===== config.mk =====
export PLATFORM = sky130hd
export DESIGN_NAME = fetch_stage
export DESIGN_NICKNAME = d
export VERILOG_FILES = /design/src/rtl/fetch_stage.sv
export SDC_FILE = /design/constraint.sdc
export NUM_CORES = 1
export LEC_CHECK = 0
export BUFFER_PORTS_ARGS = -buffer_cell sky130_fd_sc_hd__buf_2
export CORE_MARGIN = 2
export CORE_UTILIZATION = 50
export CTS_CLUSTER_SIZE = 10
export DETAILED_ROUTE_END_ITERATION = 6
export GPL_TIMING_DRIVEN = 0
export PLACE_DENSITY = 0.84
export SYNTH_ARGS = -nofsm -noshare
export SYNTH_HDL_FRONTEND = slang
export SYNTH_SLANG_ARGS = --single-unit

===== constraint.sdc =====
create_clock -name clk -period 2.3 [get_ports clk]
set_clock_uncertainty 0.05 [all_clocks]
set_input_delay 0.23 -clock clk [delete_from_list [all_inputs] [get_ports clk]]
set_output_delay 0.23 -clock clk [all_outputs]
set_load 0.005 [all_outputs]

===== src/rtl/fetch_stage.sv =====
// Instruction fetch stage: issues one instruction-memory request at a time,
// delivers responses into the IF/ID register, and handles decode/execute redirects.
// Latency: one cycle from accepted request to earliest response; IF/ID is registered.
// Backpressure: decode stall parks a response in a one-entry hold buffer; halted stops new requests.
//
// Ports:
//   clk, rst_n                 clock, synchronous active-low reset
//   halted                     suppress new fetch requests
//   stall                      decode stall, IF/ID holds
//   jump_d, pc_imm_d           decode-resolved jump and its target
//   branch_e, pc_branch_e      execute-resolved redirect and its target (highest priority)
//   imem_req/addr/ready        request channel to instruction memory
//   imem_rvalid/rdata          response channel from instruction memory
//   instr_d, pc_d              IF/ID register outputs
//   flush_d                    decode flush, mirrors branch_e
module fetch_stage #(
  parameter logic [31:0] RESET_PC  = 32'h0000_0000,
  parameter logic [31:0] NOP_INSTR = 32'h0000_0013
) (
  input  logic        clk,
  input  logic        rst_n,
  input  logic        halted,
  input  logic        stall,
  input  logic        jump_d,
  input  logic [31:0] pc_imm_d,
  input  logic        branch_e,
  input  logic [31:0] pc_branch_e,
  output logic        imem_req,
  output logic [31:0] imem_addr,
  input  logic        imem_ready,
  input  logic        imem_rvalid,
  input  logic [31:0] imem_rdata,
  output logic [31:0] instr_d,
  output logic [31:0] pc_d,
  output logic        flush_d
);

  typedef enum logic [1:0] {
    S_REQ  = 2'd0,
    S_WAIT = 2'd1,
    S_HOLD = 2'd2
  } state_t;

  state_t      r_state,      w_state_nxt;
  logic [31:0] r_pc_f,       w_pc_f_nxt;
  logic [31:0] r_issued_pc,  w_issued_pc_nxt;
  logic        r_drop,       w_drop_nxt;
  logic [31:0] r_hold_instr, w_hold_instr_nxt;
  logic [31:0] r_hold_pc,    w_hold_pc_nxt;
  logic [31:0] r_instr_d,    w_instr_d_nxt;
  logic [31:0] r_pc_d,       w_pc_d_nxt;

  logic        w_redirect;
  logic [31:0] w_target_raw;
  logic [31:0] w_target;
  logic        w_accept;

  // A decode jump is only trusted when decode is actually advancing.
  assign w_redirect   = branch_e | (jump_d & ~stall);
  assign w_target_raw = branch_e ? pc_branch_e : pc_imm_d;
  assign w_target     = {w_target_raw[31:2], 2'b00};

  // A redirect in REQ cancels this cycle's handshake so the stale PC never goes out.
  assign imem_req  = (r_state == S_REQ) & ~halted & ~w_redirect & rst_n;
  assign imem_addr = r_pc_f;
  assign w_accept  = imem_req & imem_ready;

  assign flush_d = branch_e;
  assign instr_d = r_instr_d;
  assign pc_d    = r_pc_d;

  always_comb begin
    w_state_nxt      = r_state;
    w_pc_f_nxt       = r_pc_f;
    w_issued_pc_nxt  = r_issued_pc;
    w_drop_nxt       = r_drop;
    w_hold_instr_nxt = r_hold_instr;
    w_hold_pc_nxt    = r_hold_pc;
    // Without a delivery, a non-stalled decode sees a bubble; pc_d is left alone.
    w_instr_d_nxt    = stall ? r_instr_d : NOP_INSTR;
    w_pc_d_nxt       = r_pc_d;

    case (r_state)
      S_REQ: begin
        if (w_redirect) begin
          w_pc_f_nxt = w_target;
        end else if (w_accept) begin
          w_issued_pc_nxt = r_pc_f;
          w_state_nxt     = S_WAIT;
        end
      end

      S_WAIT: begin
        if (imem_rvalid) begin
          w_state_nxt = S_REQ;
          w_drop_nxt  = 1'b0;
          if (w_redirect) begin
            // Response arriving with the redirect is simply discarded; nothing left to drop.
            w_pc_f_nxt = w_target;
          end else if (!r_drop) begin
            if (stall) begin
              w_hold_instr_nxt = imem_rdata;
              w_hold_pc_nxt    = r_issued_pc;
              w_state_nxt      = S_HOLD;
            end else begin
              w_instr_d_nxt = imem_rdata;
              w_pc_d_nxt    = r_issued_pc;
              w_pc_f_nxt    = r_issued_pc + 32'd4;
            end
          end
          // r_drop set: response belongs to a squashed path, pc_f already redirected.
        end else if (w_redirect) begin
          w_pc_f_nxt = w_target;
          w_drop_nxt = 1'b1;
        end
      end

      S_HOLD: begin
        if (w_redirect) begin
          w_pc_f_nxt  = w_target;
          w_state_nxt = S_REQ;
        end else if (!stall) begin
          w_instr_d_nxt = r_hold_instr;
          w_pc_d_nxt    = r_hold_pc;
          w_pc_f_nxt    = r_hold_pc + 32'd4;
          w_state_nxt   = S_REQ;
        end
      end

      default: begin
        w_state_nxt = S_REQ;
      end
    endcase

    // Redirect squashes whatever decode holds, even under stall.
    if (w_redirect) begin
      w_instr_d_nxt = NOP_INSTR;
    end
  end

  always_ff @(posedge clk) begin
    if (!rst_n) begin
      r_state      <= S_REQ;
      r_pc_f       <= RESET_PC;
      r_issued_pc  <= RESET_PC;
      r_drop       <= 1'b0;
      r_hold_instr <= 32'd0;
      r_hold_pc    <= 32'd0;
      r_instr_d    <= NOP_INSTR;
      r_pc_d       <= RESET_PC;
    end else begin
      r_state      <= w_state_nxt;
      r_pc_f       <= w_pc_f_nxt;
      r_issued_pc  <= w_issued_pc_nxt;
      r_drop       <= w_drop_nxt;
      r_hold_instr <= w_hold_instr_nxt;
      r_hold_pc    <= w_hold_pc_nxt;
      r_instr_d    <= w_instr_d_nxt;
      r_pc_d       <= w_pc_d_nxt;
    end
  end

endmodule

* After elaboration in Yosys (flattened, before gate mapping)
Cells that the tools add are included.
Storage, ports and cells: register bits after elaboration 195, input port bits 104
Operators by class: $add $sub $neg 2, eq/ne operators 13, multiplexer cells 33, bitwise logic cells 11, reductions and logical operators 11
Operators with widths (count):
- 2-to-1 mux 32 bit | 19
- one-hot mux 32 bit (2 select lines) | 2
- one-hot mux 32 bit (3 select lines) | 1
- adder 32 x 3 -> 32 bit, second input constant | 2
- 2-to-1 mux 2 bit | 8
- != test 2 bit, second input constant | 8
- != test 4 bit, second input constant | 2
- AND reduction 4 bit | 2
- AND reduction 7 bit | 1
- one-hot mux 2 bit (3 select lines) | 1
- AND 1 bit | 5
- inverter 1 bit | 5
- AND reduction 5 bit | 1
- nonzero test 2 bit | 2
- != test 3 bit, second input constant | 1
- AND reduction 3 bit | 1
- nonzero test 3 bit | 1
- equality test 2 x 1 -> 1 bit, second input constant | 1
- equality test 2 bit, second input constant | 1
- logical NOT 2 bit | 1
- 2-to-1 mux 1 bit | 2
- AND reduction 2 bit | 1
- OR reduction 2 bit | 1
- bitwise OR 1 bit | 1

* Depth between registers and ports, before layout
Gate-level depths: netlist of the first run.
word-level depth 10, mapped depth 10

* Worst setup path before layout of the first run
No wires, ideal clock.
path type register to register, start point register r_state[1], end point register r_pc_f[23] (netlist: imem_addr[23]), arrival 1.880 ns, data required time 2.124 ns, slack 0.244 ns, cell stages (with the launch flop) 11, buffers on the path 2, period minus slack after synthesis 2.056 ns, path through dfxtp_1 inv_1 ha_1 and2_1 buf_2 o211ai_2 and2_1 buf_2 o211ai_1 a221oi_1 nor3_2
On the way: cells in the longest elaborated chain, start to end 3
RTL lines:
- start: declaration | line 44 | state_t r_state, w_state_nxt;
- start signal: assignment | line 152 | r_state <= w_state_nxt;
- equality test 2 x 1 -> 1 bit, or another cell as far along | line 83 | case (r_state)
- != test 4 bit (no line), or another cell as far along
- AND reduction 4 bit (no line)
- end signal: assignment | line 153 | r_pc_f <= w_pc_f_nxt;
- end: declaration | line 45 | logic [31:0] r_pc_f, w_pc_f_nxt;
Parallel ways exist; a longest one is shown, timed or not. A chain may end at the register's enable or synchronous reset.

* Worst setup path after layout of the first run
start point register r_state[1], end point register r_pc_f[30] (netlist: imem_addr[30])
The elaborated chain is that of the path after synthesis.

==> impl_metrics.json, run 1 <==
{
  "die_x_um": 143,
  "power_frac_comb": 0.163,
  "setup_violations": 0,
  "r2r_end": "imem_addr[30]",
  "crit_arrival_ps": 2520,
  "synth_cell_types": 66,
  "fin_util": 0.650,
  "dpl.hpwl_um": 23700,
  "synth_ff_type": "dfxtp_1",
  "drive_above_1_share": 0.227,
  "clock-sinks": 195,
  "endpoint_kind": "register",
  "syn_area_per_cell_sq_um": 7.90,
  "grt_max_degree": 20,
  "placedCellCount": 1681,
  "min_period_ps": 2280,
  "fin_crit_sh": 0.990,
  "async_flop_share": 0,
  "routed_wl_um": 33800,
  "syn_nets": 1336,
  "switching_power_mw": 2.36,
  "num_io_pins": 202,
  "core-area_sq_um": 18800,
  "ant_nets": 0,
  "rows": 50,
  "hold_viol_final": 0,
  "grt_use_total": 0.323,
  "layout_commonest_cell": "nand2_1",
  "regToRegSetupSlack_ps": 20,
  "overflow": 0,
  "crit_end": "imem_addr[30]",
  "ff2ff_path_depth": 10,
  "synth_seq_area_share": 0.403,
  "violations": "design-rule violations",
  "area_delta_synth_final_pct": 26.3,
  "postSynthCellCount": 1225,
  "start_util": 0.514,
  "numPortBuffers": 196,
  "p_per_area_nw_per_um2": 654,
  "yosys_warnings": 0,
  "final_nets": 1600,
  "path_clk_slew_ps": 80,
  "ys_seq_elements": 195,
  "seq_power_share": 0.447,
  "syn_area_sq_um": 9680,
  "vdd.ir_drop.worst_mv": 0.477,
  "wl_per_cell_um": 19.1,
  "status": "complete, but fails checks",
  "rsz0062_at_grt": "yes",
  "crit_fanout": 10,
  "r2r_start": "r_state[1]",
  "clkPwrFrac": 0.389,
  "switching_share": 0.295,
  "antenna_found_initial": 2,
  "dp_slack_ps": -457,
  "maxSlewHeadroom": 0.458,
  "clockBufferDepth": 2,
  "vias": 10440,
  "finalMaxSlewViolations": 0,
  "p_int_mw": 5.64,
  "start_kind": "register",
  "cts_made_buffers": 17,
  "min_path_type": "input pin to register",
  "timing.critical_path.from": "r_state[1]",
  "dr.first_iter.drc_count": 1161,
  "worst_slack_ps": 23.2,
  "routabilityCongestion": 0.965,
  "drt_pre_antenna_iters": 7,
  "fin_cells": 1763,
  "crit_required_ps": 2540,
  "drc": 4,
  "grt_pass1_wl_um": 51500,
  "crit_type": "register to register",
  "tightest_slew_ps": 813,
  "ctsRootBufferMaster": "clkbuf_16",
  "synth-edff-count": 0,
  "htreeDepth": 4,
  "cap_violations": 0,
  "n_fill_cell": 1555,
  "chipHeight_um": 143,
  "layout_common_cells": "nand2_1, buf_2, dfxtp_1, a21oi_1, nor2_1",
  "leakagePower_nw": 4.66,
  "clk_latency_ps": 430,
  "cts_tree": "built",
  "die_area_sq_um": 20500,
  "via_per_inst": 5.92,
  "clock.fmax_mhz": 439,
  "first_global_vias": 9729
}
==> sequential cells by signal, summed over array words and instances, names as in the netlist <==
name / cells
imem_addr: 32
instr_d: 32
pc_d: 32
r_hold_instr: 32
r_hold_pc: 32
r_issued_pc: 32
r_state: 2
r_drop: 1
==> metal layers <==
metal  wire (um)  GRT usage  vias to the layer above
met4        1590      0.161                        0
met1       13400      0.422                     4860
li1            -          -                     4823
met2       15400      0.508                      637
met5           0          0                        -
met3        3420     0.0674                      120
==> worst min path at each step <==
| stage | from | endpoint | depth (start not counted) |
|---|---|---|---|
| after global routing | imem_rdata[2] | r_hold_instr[2] | 3 |
| after global placement | r_hold_instr[4] | r_hold_instr[4] | 2 |
| after floorplan | branch_e | instr_d[0] | 2 |
| after detailed placement | r_hold_instr[1] | r_hold_instr[1] | 2 |
| final | imem_rdata[2] | r_hold_instr[2] | 3 |
| after CTS | imem_rdata[31] | r_hold_instr[31] | 3 |
==> cells by family (layout without fill, tap and decap cells) <==
| family | after synthesis | after routing | synth area share |
|---|---|---|---|
| AOI/OAI and AO/OA | 320 | 320 | 0.204 |
| adders and majority gates | 7 | 7 | 0.00905 |
| buffers and inverters | 104 | 380 | 0.0456 |
| muxes | 58 | 58 | 0.0602 |
| other | 0 | 2 | 0 |
| DFF | 195 | 195 | 0.403 |
| and+or+nand+nor | 490 | 490 | 0.232 |
| xor gates and xnor gates | 51 | 51 | 0.0461 |
==> metrics by stage <==
step | TNS, ps | hold slack [ps] | power, mW | cell area [sq um]
floorplan | 0 | 299 | 4.29 | 9680
global placement | -23410 | 391 | 4.76 | 11000
detailed placement | -27860 | 395 | 4.78 | 11000
CTS | 0 | 3.12 | 7.91 | 12100
global route | -131 | 16.4 | 8.25 | 12200
finish | 0 | 25.3 | 8.00 | 12200
==> synth_stat cells, types with 4 or more instances <==
library cell,instances,area [sq um]
a211oi_1,29,218
xor2_1,16,140
ha_1,7,87.6
o21ai_0,24,120
buf_1,4,15.0
clkbuf_1,58,218
or3_1,5,31.3
nand3_1,25,125
buf_2,25,125
nand2_1,251,942
xnor2_1,35,307
nand4_1,17,106
buf_4,5,37.5
and3_1,10,62.6
nor2_1,134,503
inv_1,10,37.5
nor4_4,6,128
and4_1,4,35.0
o22ai_1,12,75.1
a22oi_1,44,330
mux2i_1,56,561
nand2b_1,4,25.0
dfxtp_1,195,3900
a21oi_1,156,781
nor3_1,7,35.0
o211ai_1,10,75.1
o21ai_1,5,25.0
o221ai_1,4,35.0
a221oi_1,8,70.1
==> power groups by stage <==
stage | Clock [mW] | Sequential [mW] | Combinational (mW)
after floorplan | 0 | 3.63 | 0.661
after global placement | 0 | 3.65 | 1.11
after detailed placement | 0 | 3.65 | 1.13
after CTS | 3.11 | 3.57 | 1.22
after global routing | 3.26 | 3.59 | 1.39
final | 3.11 | 3.58 | 1.31
==> worst max-delay path: stages, from the launching register on <==
cell	delay (ps)
dfxtp_2	340
inv_1	140
ha_4	230
and2_1	160
clkbuf_4	250
o211ai_4	150
nand4_1	130
buf_4	240
nor2_1	70
a21oi_1	250
a21oi_1	110
==> cell type report <==
type                       count  area (sq um)  area share
inverter                      11          41.3     0.00338
clock inverter                13           170      0.0139
buffer                        91           435      0.0356
clock buffer                  18           439      0.0359
sequential                   195          3910       0.320
timing repair buffer         247          1440       0.118
antenna                        2          5.00    0.000409
multi-input combinational    926          5460       0.447
tap                          260           325      0.0266
==> what timing repair did <==
item                                    in CTS  in global routing
endpoints found under the setup margin     153                126
gates resized for setup                     25                 41
hold buffers                                29                  0
setup buffers                               14                  8
pin swaps                                   10                  7
hold endpoints to repair                    29                  0
No activity file was read; power rests on OpenSTA's default activity.
==> inputs of run 2 (changes only) <==
--- a/config.mk
+++ b/config.mk
@@ -6,4 +6,5 @@
 export NUM_CORES = 1
 export LEC_CHECK = 0
+export ABC_AREA = 1
 export BUFFER_PORTS_ARGS = -buffer_cell sky130_fd_sc_hd__buf_2
 export CORE_MARGIN = 2
@@ -13,4 +14,5 @@
 export GPL_TIMING_DRIVEN = 0
 export PLACE_DENSITY = 0.84
+export SETUP_SLACK_MARGIN = 0.15
 export SYNTH_ARGS = -nofsm -noshare
 export SYNTH_HDL_FRONTEND = slang
==> constraint.sdc (replaced) <==
create_clock -name clk -period 2.3 [get_ports clk]
set_clock_uncertainty 0.05 [all_clocks]
set_input_delay 0.46 -clock clk [delete_from_list [all_inputs] [get_ports clk]]
set_output_delay 0.46 -clock clk [all_outputs]
set_load 0.005 [all_outputs]
==> run 2 against run 1 <==
The run now ends clean. Setup slack better by 180 ps. Sequential power increased by 16%. Critical path depth grew 1. Largest cell class unchanged. Highest routed layer unchanged.
==> impl_metrics.json, run 2 <==
{
  "leakagePower_nw": 4.94,
  "cp.depth": 11,
  "antenna_cells": 0,
  "routabilityCongestion": 0.999,
  "vdd.ir_drop.worst_mv": 0.507,
  "setup_tns_ps": 0,
  "synth-edff-count": 0,
  "synth.top_cell.area_share": 0.384,
  "regToRegSetupSlack_ps": 200,
  "via_per_inst": 5.65,
  "area_delta_synth_final_pct": 22.3,
  "crit_end": "imem_addr[15]",
  "ys_top_cells_by_count": "nand2_1, dfxtp_1, o21ai_0",
  "crit_arrival_ps": 2390,
  "dr.first_iter.drc_count": 1268,
  "syn_area_per_cell_sq_um": 6.50,
  "die_area_sq_um": 21500,
  "grt_use_total": 0.333,
  "die_x_um": 147,
  "ff2ff_path_depth": 11,
  "routed-wl-met2_um": 15800,
  "yosysTopAreaCell": "dfxtp_1",
  "drt_pre_antenna_iters": 6,
  "numPortBuffers": 196,
  "total_power_mw": 11.4,
  "postCtsHoldBufs": 0,
  "crit_required_ps": 2590,
  "dr_wl_met3_um": 3570,
  "overflow": 0,
  "min_period_ps": 2100,
  "cap_violations": 0,
  "first_global_vias": 10601,
  "dpl.hpwl_um": 28200,
  "clock-sinks": 195,
  "synth_most_common_cell": "nand2_1",
  "timing.critical_path.from": "r_state[0]",
  "layout_common_cells": "nand2_1, buf_2, dfxtp_1, a21oi_1, o21ai_0",
  "crit_type": "register to register",
  "hold_viol_final": 0,
  "synth_ff_type": "dfxtp_1",
  "grt_max_degree": 20,
  "start_kind": "register",
  "vias": 11708,
  "drive_above_1_share": 0.195,
  "wl_per_cell_um": 17.6,
  "routed_wl_um": 36400,
  "rsz0062_at_grt": "yes",
  "rows": 52,
  "num_io_pins": 202,
  "dr.max_layer_used": "met4",
  "fin_crit_sh": 0.913,
  "finalMaxSlewViolations": 0,
  "synth_cell_types": 38,
  "endpoint_kind": "register",
  "ctsRootBufferMaster": "clkbuf_16",
  "grt_pass1_wl_um": 56500,
  "ant_nets": 0,
  "crit_fanout": 10,
  "antenna_found_initial": 0,
  "crit_family": "buffers and inverters",
  "synth_area_leaders": "dfxtp_1, nand2_1, o21ai_0, a21oi_1, nand3_1",
  "yosys_warnings": 0,
  "core-area_sq_um": 20100,
  "clock.fmax_mhz": 476,
  "worstPathCellList": "inv_2 > ha_1 > buf_6 > inv_4 > buf_4 > clkbuf_2 > nor4_1 > nor2_1 > nand2_1 > a21oi_1 > nor2_1",
  "slowest_stage": "dfxtp_4",
  "tightest_slew_ps": 823,
  "cts_tree": "built",
  "async_flop_share": 0,
  "postSynthCellCount": 1564,
  "syn_nets": 1675,
  "maxSlewHeadroom": 0.451,
  "r2r_end": "imem_addr[15]",
  "clockBufferDepth": 2,
  "cpMostUsedCell": "nor2_1",
  "placedCellCount": 2030,
  "r2r_start": "r_state[0]",
  "syn_area_sq_um": 10200,
  "path_clk_slew_ps": 80,
  "final_nets": 1901,
  "ys_seq_elements": 195,
  "layout_commonest_cell": "nand2_1",
  "htreeDepth": 4,
  "fin_cells": 2072,
  "path_buf_inv": 5,
  "status": "finished, final reports clean",
  "drc": 0,
  "wirelength_met1_um": 15800,
  "start_util": 0.505,
  "clk_latency_ps": 450,
  "min_path_type": "input pin to register",
  "cpPeakStageDelay_ps": 380,
  "cts_made_buffers": 17,
  "p_per_area_nw_per_um2": 920,
  "setup_violations": 0,
  "synth_seq_area_share": 0.384,
  "chipHeight_um": 147
}
-- run 2: worst reg2reg max path: cells and delay by family (launching register included) --
kind | cells | cell delay (ps)
buffers and inverters | 5 | 700
and+or+nand+nor | 4 | 500
DFF | 1 | 380
adders and majority gates | 1 | 220
AOI/OAI and AO/OA | 1 | 150
-- run 2: metrics by stage --
step / hold slack (ps) / util / worst slack (ps) / area (sq um)
6_report: 246 / 0.618 / 201 / 12400
5_1_grt: 272 / 0.618 / 116 / 12400
4_1_cts: 247 / 0.609 / 111 / 12200
3_5_place_dp: 391 / 0.571 / -318 / 11500
3_3_place_gp: 383 / 0.571 / -382 / 11500
2_1_floorplan: 375 / - / 369 / 10200
-- run 2: layer usage --
| layer | up-vias | track usage |
|---|---|---|
| met5 | - | 0 |
| met4 | 0 | 0.132 |
| met3 | 77 | 0.0656 |
| met2 | 625 | 0.511 |
| met1 | 5337 | 0.462 |
| li1 | 5669 | - |
-- run 2: area by class of cell --
cell class                 count  area (sq um)
inverter                     142           542
sequential                   195          3910
timing repair buffer         207          1060
clock inverter                14           168
multi-input combinational   1131          5490
buffer                        96           483
fill                        1840          7680
clock buffer                  17           425
tap                          270           338
-- run 2: cell families after synthesis --
logic type      after synthesis  share of synthesized area
compound gates              442                      0.228
mux                           8                    0.00788
flops                       195                      0.384
xor+xnor                      2                    0.00172
buf+inv                     238                     0.0920
fa+ha+maj                     7                    0.00862
simple gates                672                      0.277
-- run 2: what timing repair did --
item | CTS | global route
gates cloned | 0 | 0
gates resized for setup | 50 | 84
setup endpoints to repair | 150 | 151
buffers inserted | 7 | 4
pin swaps | 7 | 5
-- run 2: worst min-delay path by stage --
stage	cells past startpoint	endpoint	startpoint
2_1_floorplan	2	r_hold_instr[20]	r_hold_instr[20]
3_3_place_gp	2	r_hold_instr[24]	r_hold_instr[24]
3_5_place_dp	2	r_hold_instr[16]	r_hold_instr[16]
4_1_cts	3	r_hold_instr[6]	imem_rdata[6]
5_1_grt	3	r_hold_instr[9]	imem_rdata[9]
6_report	3	r_hold_instr[30]	imem_rdata[30]
-- run 2: power by group --
| part | switching [mW] | total, mW | internal [mW] |
|---|---|---|---|
| combinational | 2.79 | 4.24 | 1.46 |
| clock | 1.50 | 3.05 | 1.55 |
| sequential | 0.361 | 4.14 | 3.77 |
==> inputs of run 3 (changes only) <==
ABC_AREA = 0   (was 1)
CTS_CLUSTER_DIAMETER = 120   (was unset)
==> run 3 against run 2 <==
Non-clock buffer count up 12. Flip-flop and latch count unchanged. Total power down 30%. Core utilization up 2.7 points. Worst hold slack worse by 33 ps. Fmax down 2.1%. Critical path depth down 4. Routed wire length down 6.6%. Clock power up 2%.
==> impl_metrics.json, run 3 (synthesized netlist as in run 1, its figures left out) <==
{
  "dr.first_iter.drc_count": 1414,
  "overflow": 0,
  "layout_commonest_cell": "nand2_1",
  "hp-start": "imem_rdata[17]",
  "antenna_found_initial": 0,
  "core-area_sq_um": 18800,
  "fin_cells": 1738,
  "chipHeight_um": 143,
  "vdd.ir_drop.worst_mv": 0.508,
  "crit_type": "input pin to register",
  "start_kind": "input pin",
  "regToRegSetupSlack_ps": 170,
  "num_io_pins": 202,
  "cts_tree": "built",
  "dp_slack_ps": -457,
  "dpl.hpwl_um": 23700,
  "placedCellCount": 1681,
  "area_delta_synth_final_pct": 25.4,
  "min_period_ps": 2140,
  "p_int_mw": 5.63,
  "finalMaxSlewViolations": 0,
  "routed_wl_um": 34000,
  "crit_arrival_ps": 2400,
  "switching_share": 0.297,
  "min_path_type": "input pin to register",
  "leakagePower_nw": 4.64,
  "drt_pre_antenna_iters": 6,
  "power_frac_comb": 0.164,
  "grt_pass1_wl_um": 50900,
  "min_to": "r_hold_instr[17]",
  "use_met3": 0.0624,
  "htreeDepth": 4,
  "n_fill_cell": 1570,
  "first_global_vias": 9602,
  "status": "finished, final reports clean",
  "clock-sinks": 195,
  "timing.hold.ws_ps": 214,
  "routabilityCongestion": 0.965,
  "numPortBuffers": 196,
  "die_area_sq_um": 20500,
  "drc": 0,
  "clk_latency_ps": 440,
  "seq_power_share": 0.447,
  "worst_slack_ps": 156,
  "ctsRootBufferMaster": "clkbuf_16",
  "hold_viol_final": 0,
  "met1_usage": 0.422,
  "cap_violations": 0,
  "hold_depth": 3,
  "final_nets": 1577,
  "antenna_cells": 0,
  "fin_crit_sh": 0.932,
  "switching_power_mw": 2.38,
  "maxSlewHeadroom": 0.489,
  "p_per_area_nw_per_um2": 660,
  "grt_busiest_layer": "met2",
  "path_clk_slew_ps": 80,
  "crit_required_ps": 2550,
  "drive_above_1_share": 0.252,
  "wl_per_cell_um": 19.6,
  "ff2ff_path_depth": 7,
  "crit_fanout": 6,
  "vias": 10474,
  "endpoint_kind": "register",
  "rows": 50,
  "grt_use_total": 0.320,
  "clockBufferDepth": 2,
  "rsz0062_at_grt": "yes",
  "tightest_slew_ps": 767,
  "r2r_start": "r_state[0]",
  "clock.fmax_mhz": 466,
  "cts_made_buffers": 17,
  "setup_violations": 0,
  "ant_nets": 0,
  "layout_common_cells": "nand2_1, buf_2, dfxtp_1, a21oi_1, nor2_1",
  "start_util": 0.514,
  "via_per_inst": 6.03,
  "grt_max_degree": 19,
  "r2r_end": "imem_addr[17]",
  "die_x_um": 143,
  "grtUsageMet2": 0.500,
  "clkPwrFrac": 0.389
}
## run 3: cell count changes in the layout (fill, tap and decap cells not counted), sizes merged, moves of 42 or more
cell / before / now
o21ai: 207 / 29
nand2: 391 / 252
inv: 147 / 17
nand3: 131 / 26
mux2i: 8 / 56
a22oi: 2 / 44
## run 3: timing repair
action / in CTS / in global routing
pin swaps: 12 / 14
endpoints found under the setup margin: 156 / 152
gates resized for setup: 53 / 63
hold buffers: 0 / 0
buffers inserted: 20 / 6
## run 3: area by class of cell
type | count | area, sq um | area share
inverter | 11 | 41.3 | 0.00340
multi-input combinational | 926 | 5570 | 0.459
tap | 260 | 325 | 0.0268
sequential | 195 | 3920 | 0.323
timing repair buffer | 222 | 1200 | 0.0985
clock buffer | 18 | 439 | 0.0362
buffer | 93 | 477 | 0.0393
clock inverter | 13 | 170 | 0.0140
## run 3: power groups by stage
stage	clock (mW)	combinational [mW]	sequential, mW
after global routing	3.26	1.39	3.59
after CTS	3.11	1.23	3.58
final	3.12	1.31	3.58
after global placement	0	1.11	3.65
after detailed placement	0	1.13	3.65
after floorplan	0	0.661	3.63
## run 3: worst max-delay path: stages
cell	delay, ps
buf_2	200
inv_1	110
nor3_2	400
nand4b_1	480
a21oi_1	460
mux2i_1	220
nor2_1	50
## run 3: worst max-delay path by stage
stage | startpoint | endpoint | depth (start not counted)
after floorplan | r_state[1] | imem_addr[23] | 10
after global placement | r_state[1] | pc_d[19] | 8
after detailed placement | r_state[1] | pc_d[16] | 8
after CTS | rst_n | r_hold_pc[14] | 6
after global routing | rst_n | r_state[1] | 7
final | rst_n | r_state[0] | 7
## run 3: metal layers
metal / vias to the layer above / part of all wire
li1: 4777 / -
met1: 4861 / 0.40
met3: 130 / 0.10
met4: 0 / 0.049
met5: - / 0
met2: 706 / 0.45
## run 3: metrics by stage
step | cell area (sq um) | utilization | TNS (ps) | total power, mW
after global placement | 11000 | 0.584 | -37940 | 4.76
after floorplan | 9680 | - | 0 | 4.29
after global routing | 12100 | 0.645 | 0 | 8.25
after CTS | 11900 | 0.633 | 0 | 7.92
after detailed placement | 11000 | 0.584 | -43090 | 4.78
final | 12100 | 0.645 | 0 | 8.01
